<file path="src/rtl/led_pattern_arbiter_pkg.sv">
// Shared types and width helpers for the LED pattern arbiter.
// Holds the FSM state encoding and index-width calculations used by every file.
package led_arb_pkg;

    typedef enum logic {
        IDLE = 1'b0,
        PLAY = 1'b1
    } arb_state_e;

    localparam int N_REQ_DEF    = 4;
    localparam int PAT_W_DEF    = 32;
    localparam int TICK_DIV_DEF = 1048576;

    // Width of an index over n items, never narrower than one bit.
    function automatic int idx_w(input int n);
        return (n > 1) ? $clog2(n) : 1;
    endfunction

endpackage

</file>
<file path="src/rtl/led_pattern_arbiter_if.sv">
// Requester-side bus of the LED arbiter: level requests and pattern slices in,
// LED drive and grant/status out.
interface led_pattern_arbiter_if #(
    parameter int N_REQ = led_arb_pkg::N_REQ_DEF,
    parameter int PAT_W = led_arb_pkg::PAT_W_DEF
);
    import led_arb_pkg::*;

    logic [N_REQ-1:0]       REQ;
    logic [N_REQ*PAT_W-1:0] PATTERN;
    logic                   LED;
    logic [N_REQ-1:0]       GNT;
    logic                   BUSY;
    logic                   DONE;

    modport master (output REQ, PATTERN, input LED, GNT, BUSY, DONE);
    modport slave  (input REQ, PATTERN, output LED, GNT, BUSY, DONE);

endinterface

</file>
<file path="src/rtl/led_pattern_arbiter_tick_gen.sv">
// Bit-period prescaler: counts 0..TICK_DIV-1 while enabled and flags the last
// and second-to-last cycle of each period.
module led_tick_gen
    import led_arb_pkg::*;
#(
    parameter int TICK_DIV = TICK_DIV_DEF
) (
    input  logic clk,
    input  logic rst,
    input  logic clr_i,
    input  logic en_i,
    output logic tick_o,
    output logic pre_tick_o
);
    localparam int              TW       = idx_w(TICK_DIV);
    localparam logic [TW-1:0]   CNT_LAST = TW'(TICK_DIV - 1);
    localparam logic [TW-1:0]   CNT_PRE  = TW'(TICK_DIV - 2);

    logic [TW-1:0] cnt_q, cnt_d;

    // pre_tick lets the owner register a pulse that lands on the final cycle.
    assign tick_o     = en_i && (cnt_q == CNT_LAST);
    assign pre_tick_o = en_i && (cnt_q == CNT_PRE);

    always_comb begin
        cnt_d = cnt_q;
        if (clr_i) begin
            cnt_d = '0;
        end else if (en_i) begin
            cnt_d = tick_o ? '0 : cnt_q + 1'b1;
        end
    end

    always_ff @(posedge clk or posedge rst) begin
        if (rst) begin
            cnt_q <= '0;
        end else begin
            cnt_q <= cnt_d;
        end
    end

endmodule

</file>
<file path="src/rtl/led_pattern_arbiter.sv">
// Round-robin owner of the user LED: latches the winner's pattern and plays it
// LSB-first, one bit per prescaler period, without preemption.
module led_pattern_arbiter
    import led_arb_pkg::*;
#(
    parameter int N_REQ    = N_REQ_DEF,
    parameter int PAT_W    = PAT_W_DEF,
    parameter int TICK_DIV = TICK_DIV_DEF
) (
    input  logic                 CLK,
    input  logic                 RST,
    led_pattern_arbiter_if.slave bus
);
    localparam int                 PTR_W    = idx_w(N_REQ);
    localparam int                 BW       = idx_w(PAT_W);
    localparam logic [BW-1:0]      BIT_LAST = BW'(PAT_W - 1);
    localparam logic [PTR_W-1:0]   PTR_LAST = PTR_W'(N_REQ - 1);

    arb_state_e        state_q, state_d;
    logic [PTR_W-1:0]  ptr_q, ptr_d;
    logic [PTR_W-1:0]  idx_q, idx_d;
    logic [BW-1:0]     bit_q, bit_d;
    logic [PAT_W-1:0]  shadow_q, shadow_d;
    logic [N_REQ-1:0]  gnt_q, gnt_d;
    logic              busy_q, busy_d;
    logic              done_q, done_d;
    logic [PTR_W-1:0]  win;
    logic              load;
    logic              tick, pre_tick, tick_clr;

    // First requesting index at or above ptr, wrapping; callers gate on |req.
    function automatic logic [PTR_W-1:0] rr_pick(input logic [N_REQ-1:0] req,
                                                 input logic [PTR_W-1:0] ptr);
        logic [PTR_W-1:0] pick;
        logic             found;
        pick  = '0;
        found = 1'b0;
        for (int i = 0; i < N_REQ; i++) begin
            int j;
            j = (int'(ptr) + i) % N_REQ;
            if (!found && req[j]) begin
                found = 1'b1;
                pick  = PTR_W'(j);
            end
        end
        return pick;
    endfunction

    led_tick_gen #(.TICK_DIV(TICK_DIV)) u_tick (
        .clk       (CLK),
        .rst       (RST),
        .clr_i     (tick_clr),
        .en_i      (state_q == PLAY),
        .tick_o    (tick),
        .pre_tick_o(pre_tick)
    );

    always_comb begin
        state_d  = state_q;
        ptr_d    = ptr_q;
        idx_d    = idx_q;
        bit_d    = bit_q;
        shadow_d = shadow_q;
        gnt_d    = gnt_q;
        busy_d   = busy_q;
        done_d   = 1'b0;
        load     = 1'b0;
        tick_clr = 1'b0;
        case (state_q)
            IDLE: load = |bus.REQ;
            PLAY: begin
                if (pre_tick && bit_q == BIT_LAST) begin
                    done_d = 1'b1;
                end
                if (tick) begin
                    if (bit_q == BIT_LAST) begin
                        ptr_d = (idx_q == PTR_LAST) ? '0 : idx_q + 1'b1;
                        load  = |bus.REQ;
                        if (!load) begin
                            state_d = IDLE;
                            gnt_d   = '0;
                            busy_d  = 1'b0;
                            bit_d   = '0;
                        end
                    end else begin
                        bit_d = bit_q + 1'b1;
                    end
                end
            end
            default: state_d = IDLE;
        endcase
        // Arbitrate against the already-advanced pointer so back-to-back
        // grants rotate away from the requester just served.
        win = rr_pick(bus.REQ, ptr_d);
        if (load) begin
            state_d      = PLAY;
            idx_d        = win;
            gnt_d        = '0;
            gnt_d[win]   = 1'b1;
            shadow_d     = bus.PATTERN[int'(win)*PAT_W +: PAT_W];
            bit_d        = '0;
            busy_d       = 1'b1;
            tick_clr     = 1'b1;
        end
    end

    always_ff @(posedge CLK or posedge RST) begin
        if (RST) begin
            state_q  <= IDLE;
            ptr_q    <= '0;
            idx_q    <= '0;
            bit_q    <= '0;
            shadow_q <= '0;
            gnt_q    <= '0;
            busy_q   <= 1'b0;
            done_q   <= 1'b0;
        end else begin
            state_q  <= state_d;
            ptr_q    <= ptr_d;
            idx_q    <= idx_d;
            bit_q    <= bit_d;
            shadow_q <= shadow_d;
            gnt_q    <= gnt_d;
            busy_q   <= busy_d;
            done_q   <= done_d;
        end
    end

    assign bus.LED  = (state_q == PLAY) ? shadow_q[bit_q] : 1'b0;
    assign bus.GNT  = gnt_q;
    assign bus.BUSY = busy_q;
    assign bus.DONE = done_q;

endmodule

</file>
<file path="src/flat_wrapper.sv">
// flat-port wrapper written by rule: the top's interface ports become plain ports
module led_pattern_arbiter_flat import led_arb_pkg::*;
#(
    parameter int N_REQ    = N_REQ_DEF,
    parameter int PAT_W    = PAT_W_DEF,
    parameter int TICK_DIV = TICK_DIV_DEF
)
  (CLK, RST, bus_REQ, bus_PATTERN, bus_LED, bus_GNT, bus_BUSY, bus_DONE);
  led_pattern_arbiter_if #(.N_REQ(N_REQ), .PAT_W(PAT_W)) bus_i ();
  input  logic CLK;
  input  logic RST;
  input wire logic [$bits(bus_i.REQ)-1:0] bus_REQ;
  input wire logic [$bits(bus_i.PATTERN)-1:0] bus_PATTERN;
  output wire logic [$bits(bus_i.LED)-1:0] bus_LED;
  output wire logic [$bits(bus_i.GNT)-1:0] bus_GNT;
  output wire logic [$bits(bus_i.BUSY)-1:0] bus_BUSY;
  output wire logic [$bits(bus_i.DONE)-1:0] bus_DONE;
  assign bus_i.REQ = bus_REQ;
  assign bus_i.PATTERN = bus_PATTERN;
  assign bus_LED = bus_i.LED;
  assign bus_GNT = bus_i.GNT;
  assign bus_BUSY = bus_i.BUSY;
  assign bus_DONE = bus_i.DONE;
  led_pattern_arbiter #(.N_REQ(N_REQ), .PAT_W(PAT_W), .TICK_DIV(TICK_DIV)) u_core (.CLK(CLK), .RST(RST), .bus(bus_i));
endmodule
</file>
<file path="config.mk">
export PLATFORM = sky130hd
export DESIGN_NAME = led_pattern_arbiter_flat
export DESIGN_NICKNAME = d
export VERILOG_FILES = /design/src/rtl/led_pattern_arbiter_pkg.sv /design/src/rtl/led_pattern_arbiter_if.sv /design/src/rtl/led_pattern_arbiter_tick_gen.sv /design/src/rtl/led_pattern_arbiter.sv /design/src/flat_wrapper.sv
export SDC_FILE = /design/constraint.sdc
export NUM_CORES = 1
export LEC_CHECK = 0
export CAP_MARGIN = 20
export CORE_AREA = 5 5 105 107
export DETAILED_ROUTE_END_ITERATION = 8
export DIE_AREA = 0 0 110 112
export HOLD_SLACK_MARGIN = 0.12
export PLACE_DENSITY = 0.82
export SKIP_CTS_REPAIR_TIMING = 1
export SLEW_MARGIN = 30
export SYNTH_ARGS = -nofsm -noshare
export SYNTH_HDL_FRONTEND = slang
export SYNTH_SLANG_ARGS = --single-unit
</file>
<file path="constraint.sdc">
create_clock -name CLK -period 3.9 [get_ports CLK]
set_input_delay 0.39 -clock CLK [delete_from_list [all_inputs] [get_ports CLK]]
set_output_delay 0.39 -clock CLK [all_outputs]
set_load 0.005 [all_outputs]
</file>
## Yosys cells after proc, flatten, opt, wreduce, memory -nomap -nowiden

Index checks and enable logic that the tools add are counted.

- Order comparisons: 7
- Reductions and logical operators: 20
- Shifts and indexed selects: 1
- Mux-type cells: 56
- Bitwise gates (word level): 4
- $add $sub $neg: 6
- Equality and inequality tests: 6

Operators with widths:

| operator | count |
|---|---|
| $shiftx 128x8->32 | 1 |
| $mux 20 | 3 |
| $eq 20x20->1 const B | 2 |
| $mux 1 | 28 |
| $mux 5 | 5 |
| $add 20x1->20 const B | 1 |
| $mux 4 | 5 |
| $mux 2 | 8 |
| $lt 3x4->1 const B | 3 |
| $bmux 1 s2 | 4 |
| $reduce_bool 2->1 | 4 |
| $logic_and 1x1->1 | 7 |
| $lt 2x3->1 const B | 2 |
| $lt 5x6->1 const B | 1 |
| $reduce_or 2->1 | 3 |
| $add 5x1->5 const B | 1 |
| $bmux 1 s5 | 1 |
| $eq 5x5->1 const B | 1 |
| $add 2x1->2 const B | 2 |
| $add 2x2->2 const B | 2 |
| $reduce_and 4->1 | 1 |
| $reduce_or 4->1 | 1 |
| $and 1x1->1 const A | 3 |
| $logic_not 1->1 | 3 |
| other kinds (8) | 8 |

- Register bits after elaboration: 68
- Input bits: 134
- Output and inout bits: 7
- Word-level logic and storage cells: 109

## Logic depth before layout (Yosys ltp)

- Word-level depth: 24
- Gate-level depth with buffers: 12
- Mapped depth without buffers: 8

## Cells and area by module

From an unflattened synthesis, not the netlist that was laid out.

- Cells, all modules: 489
- Area total of the unflattened synthesis: 4489.3 um^2

By module, submodules not included:

| module | times used | area each (um^2) | sequential area each (um^2) | cells an instance |
|---|---|---|---|---|
| led_pattern_arbiter | 1 | 3385.7 | 1201.2 | 369 |
| led_tick_gen | 1 | 1103.6 | 500.5 | 120 |

## Least setup slack after synthesis

No wires, ideal clock.

- Path kind: register -> register
- Start: register u_core.bit_q[0]
- End: register u_core.shadow_q[10]
- Buffers on the path: 3
- Arrival time: 2450 ps
- Stages on the path, launching flop included: 12
- Library setup time: 135 ps
- Path slack: 1316 ps
- Period minus slack after synthesis: 2584 ps
- Required time: 3765 ps
- Cell sequence: dfrtp_1 -> ha_1 -> and3_1 -> ha_1 -> and3_1 -> buf_6 -> a31o_2 -> a21o_1 -> buf_4 -> buf_2 -> a221oi_1 -> o31ai_1

- Cells in the longest elaborated chain, start to end: 17
- Elaborated cells on any way between the ends: 35
- Those cells by class: 3 x add/sub; 1 x eq/ne; 1 x shift; 24 x mux; 6 x reduce/logical

Ends and longest elaborated chain:

| item | RTL line | text |
|---|---|---|
| start: declaration | led_pattern_arbiter.sv:22 | `logic [BW-1:0] bit_q, bit_d;` |
| start signal: assignment | led_pattern_arbiter.sv:121 | `bit_q <= bit_d;` |
| $eq 5x5->1 * | led_pattern_arbiter.sv:76 | `if (bit_q == BIT_LAST) begin` |
| $mux 2 | led_pattern_arbiter.sv:76 |  |
| $mux 2 | led_pattern_arbiter.sv:75 | `if (tick) begin` |
| $mux 2 | led_pattern_arbiter.sv:69 | `case (state_q)` |
| $add 2x1->2 / $bmux 1 s2 (equally long branches) | led_pattern_arbiter.sv:40, led_pattern_arbiter.sv:41 |  |
| $bmux 1 s2 / $mux 1 (equally long branches) | led_pattern_arbiter.sv:41 | `if (!found && req[j]) begin` |
| $mux 1 (not written as such) | led_pattern_arbiter.sv:41 |  |
| $mux 1 (not written as such) / $logic_not 1->1 (equally long branches) | led_pattern_arbiter.sv:41 |  |
| $logic_and 1x1->1 | led_pattern_arbiter.sv:41 |  |
| $mux 1 | led_pattern_arbiter.sv:41 |  |
| $logic_not 1->1 | led_pattern_arbiter.sv:41 |  |
| $logic_and 1x1->1 | led_pattern_arbiter.sv:41 |  |
| $mux 1 | led_pattern_arbiter.sv:41 |  |
| $logic_not 1->1 | led_pattern_arbiter.sv:41 |  |
| $logic_and 1x1->1 | led_pattern_arbiter.sv:41 |  |
| $mux 2 | led_pattern_arbiter.sv:41 |  |
| $shiftx 128x8->32 | led_pattern_arbiter.sv:100 | `shadow_d = bus.PATTERN[int'(win)*PAT_W +: PAT_W];` |
| end signal: assignment | led_pattern_arbiter.sv:122 | `shadow_q <= shadow_d;` |
| end: declaration | led_pattern_arbiter.sv:23 | `logic [PAT_W-1:0] shadow_q, shadow_d;` |

Mark *: on every way between the ends. The rest lies on a longest branch, timed or not. The select of a mux whose other input is x is not followed.
A chain may end at the register's enable or synchronous reset.

## Worst setup path in the final report

- Start: register u_core.bit_q[0]
- End: register u_core.shadow_q[6]

Same word-level chain as after synthesis.

==> out/metrics.cfg <==
[worst_setup_path]
rr_worst_depth = 9
setup.worst_path.start = u_core.bit_q[0]$_DFFE_PP0P_
arrival_ns = 3.42
r2r_start = u_core.bit_q[0]$_DFFE_PP0P_
crit_path_end_kind = register
cp_max_fo = 33
crit_type = register to register
crit_required_ns = 4.11
start_kind = register

[pwr]
pwr-share-seq_pct = 45.0
p_per_area_nw_per_um2 = 237
internal_power_mw = 1.15
comb_power_share_pct = 22.2
ir_worst_vdd_mv = 0.163
leakage_nw = 2.78
p_sw_uw = 450
clkPwrFrac_pct = 32.8
power_switching_share_pct = 28.1
total_power_mw = 1.60

[floorplan]
start_util_pct = 51.1
dieArea_um2 = 12300
io_pins = 141
die_height_um = 112
die_x_um = 110
rows = 37
core_area_um2 = 10000

[timing]
fmax_mhz = 311
grt_setup_unrepaired = no
fin_crit_ns = 3.21
timing.hold.ws_ns = 0.462
setup_ws_ns = 0.688
finalCritPeriodShare_pct = 82.4
final.setup.tns_ns = 0
relSlewSlack_pct = 49.6
skew_ns = 0.0111
slew_violations = 0
worst_slew_pin_slew_ns = 0.755
finalHoldViolations = 0
finalSetupViolCount = 0

[final_layout]
final_layout_size_suffix_gt1_share_pct = 12.8
final_cell_mix = 140 x clkdlybuf4s50_1, 70 x inv_1, 68 x dfrtp_1, 64 x a211oi_1, 57 x nand2_1
n_antenna_cell = 0
final_area_um2 = 6760
final_cells = 817
layout_commonest_cell = clkdlybuf4s50_1
area_delta_synth_final_pct = 31.7
fill_cells = 816
final_nets = 815
utilization_pct = 67.3

[placement]
place.port_buffers = 140
dpl_cell_area_um2 = 6580
dp_cells = 801
gp_congestion = 0.868
pre_cts_ws_ns = 0.734
dpl.hpwl_um = 11400

[yosys]
synthArstFlopShare_pct = 100
synth_warnings = 0
seq_area_frac_synth_pct = 33.2
synth.avg_cell_area_um2 = 9.13
syn_nets = 701
synth_cell_type_count = 56
ys_ff_latch = 68
syn-cell-area_um2 = 5130
synth_edf_count = 0
syn_inst = 562
synth_ff_type = dfrtp_1

[grt]
grt_pass1_vias = 5072
grt_util_all_layers_pct = 24.9
grt_pass1_wl_um = 24700
gr-total-overflow = 0
grt_antenna_before_repair = 0
grt_max_degree = 66

[route]
firstDrtPassIters = 5
vias_per_cell = 6.11
wirelength_um = 15100
drc_errors = 0
route.vias.total = 4990
routedWlPerCell_um = 18.4
dr.first_iter.drc_count = 280
postRouteAntennaNets = 0

[clock_network]
cts.sinks = 68
cts_buffer_depth = 2
cts_buffers = 9
cts_max_level = 3
clk_pin_slew_ns = 0.08
clk_latency_ns = 0.35
root_buffer = clkbuf_8
cts_tree = built

[run]
maxCapViolCount = 0

[hold_path]
min_path_type = input port to asynchronous set/reset pin

[status]
status = finished, final reports clean

[worst max-delay path, cell delays in order, from the launching register on]
cell	delay, ns
dfrtp_1	0.34
buf_4	0.24
ha_1	0.22
and3_1	0.18
ha_1	0.25
and3_1	0.33
and3_4	0.32
mux2_2	0.61
a221oi_1	0.44
o31ai_1	0.12
[cells by family after synthesis]
kind of cell               Yosys count  synth area share [%]
muxes                               17                  6.05
DFF                                 68                  33.2
xor gates and xnor gates            12                  2.05
and+or+nand+nor                    128                  12.0
buffers and inverters              124                  10.8
AOI/OAI and AO/OA                  208                  34.8
adders and majority gates            5                  1.22
[area by class of cell]
class	count	area (um^2)	share of cell area, %
timing repair buffer	156	1550	22.9
clock buffer	9	124	1.83
sequential	68	1700	25.2
tap	136	170	2.52
inverter	71	268	3.96
clock inverter	7	52.6	0.777
multi-input combinational	370	2900	42.9
[flip-flops by register name (all words and copies together), names as in the netlist]
name                 cells
u_core.bit_q             5
u_core.state_q           1
u_core.shadow_q         32
u_core.ptr_q             2
u_core.u_tick.cnt_q     20
u_core.bus.DONE          1
u_core.bus.GNT           4
u_core.bus.BUSY          1
u_core.idx_q             2
[power by group through the flow]
stage / logic, mW / registers (mW) / clock network, mW
floorplan: 0.163 / 0.732 / 0
global placement: 0.350 / 0.733 / 0
detailed placement: 0.356 / 0.734 / 0
CTS: 0.356 / 0.720 / 0.537
global route: 0.383 / 0.720 / 0.567
finish: 0.355 / 0.720 / 0.525
[Yosys cell counts (4+ instances only)]
cell	n	area, um^2
inv_1	71	267
buf_6	4	45.0
or3_1	4	25.0
buf_2	18	90.1
nand2_1	57	214
xnor2_1	5	43.8
ha_1	5	62.6
clkbuf_1	20	75.1
a2111oi_2	29	435
xor2_1	7	61.3
mux4_2	10	225
o21ai_0	16	80.1
buf_1	4	15.0
mux2i_1	4	40.0
a211oi_1	64	480
buf_4	6	45.0
o31ai_1	37	278
nand3_1	13	65.1
a32o_1	4	40.0
dfrtp_1	68	1700
nor2_1	28	105
and4_1	4	35.0
a221oi_1	32	280
a21oi_1	7	35.0
[layer usage]
metal  share of wire (%)  vias to the layer above  wire [um]  track usage [%]
met5                   0                        -          0                0
met4                 2.0                        0        300             8.15
met3                 6.4                       27        962             4.12
met2                  51                      211       7650             41.6
met1                  41                     2399       6150             32.5
li1                    -                     2353          -                -
[path summary, 6_finish.rpt]
kind                                                  endpoint  slack [ns]
min                        u_core.u_tick.cnt_q[13]$_DFFE_PP0N_        0.46
min in group CLK                u_core.shadow_q[6]$_DFFE_PP0P_        0.48
max reg2reg                     u_core.shadow_q[6]$_DFFE_PP0P_        0.69
max                             u_core.shadow_q[6]$_DFFE_PP0P_        0.69
min reg2reg                     u_core.shadow_q[6]$_DFFE_PP0P_        0.48
max in group asynchronous      u_core.shadow_q[19]$_DFFE_PP0P_        2.62
No activity file was read; power rests on OpenSTA's default activity.
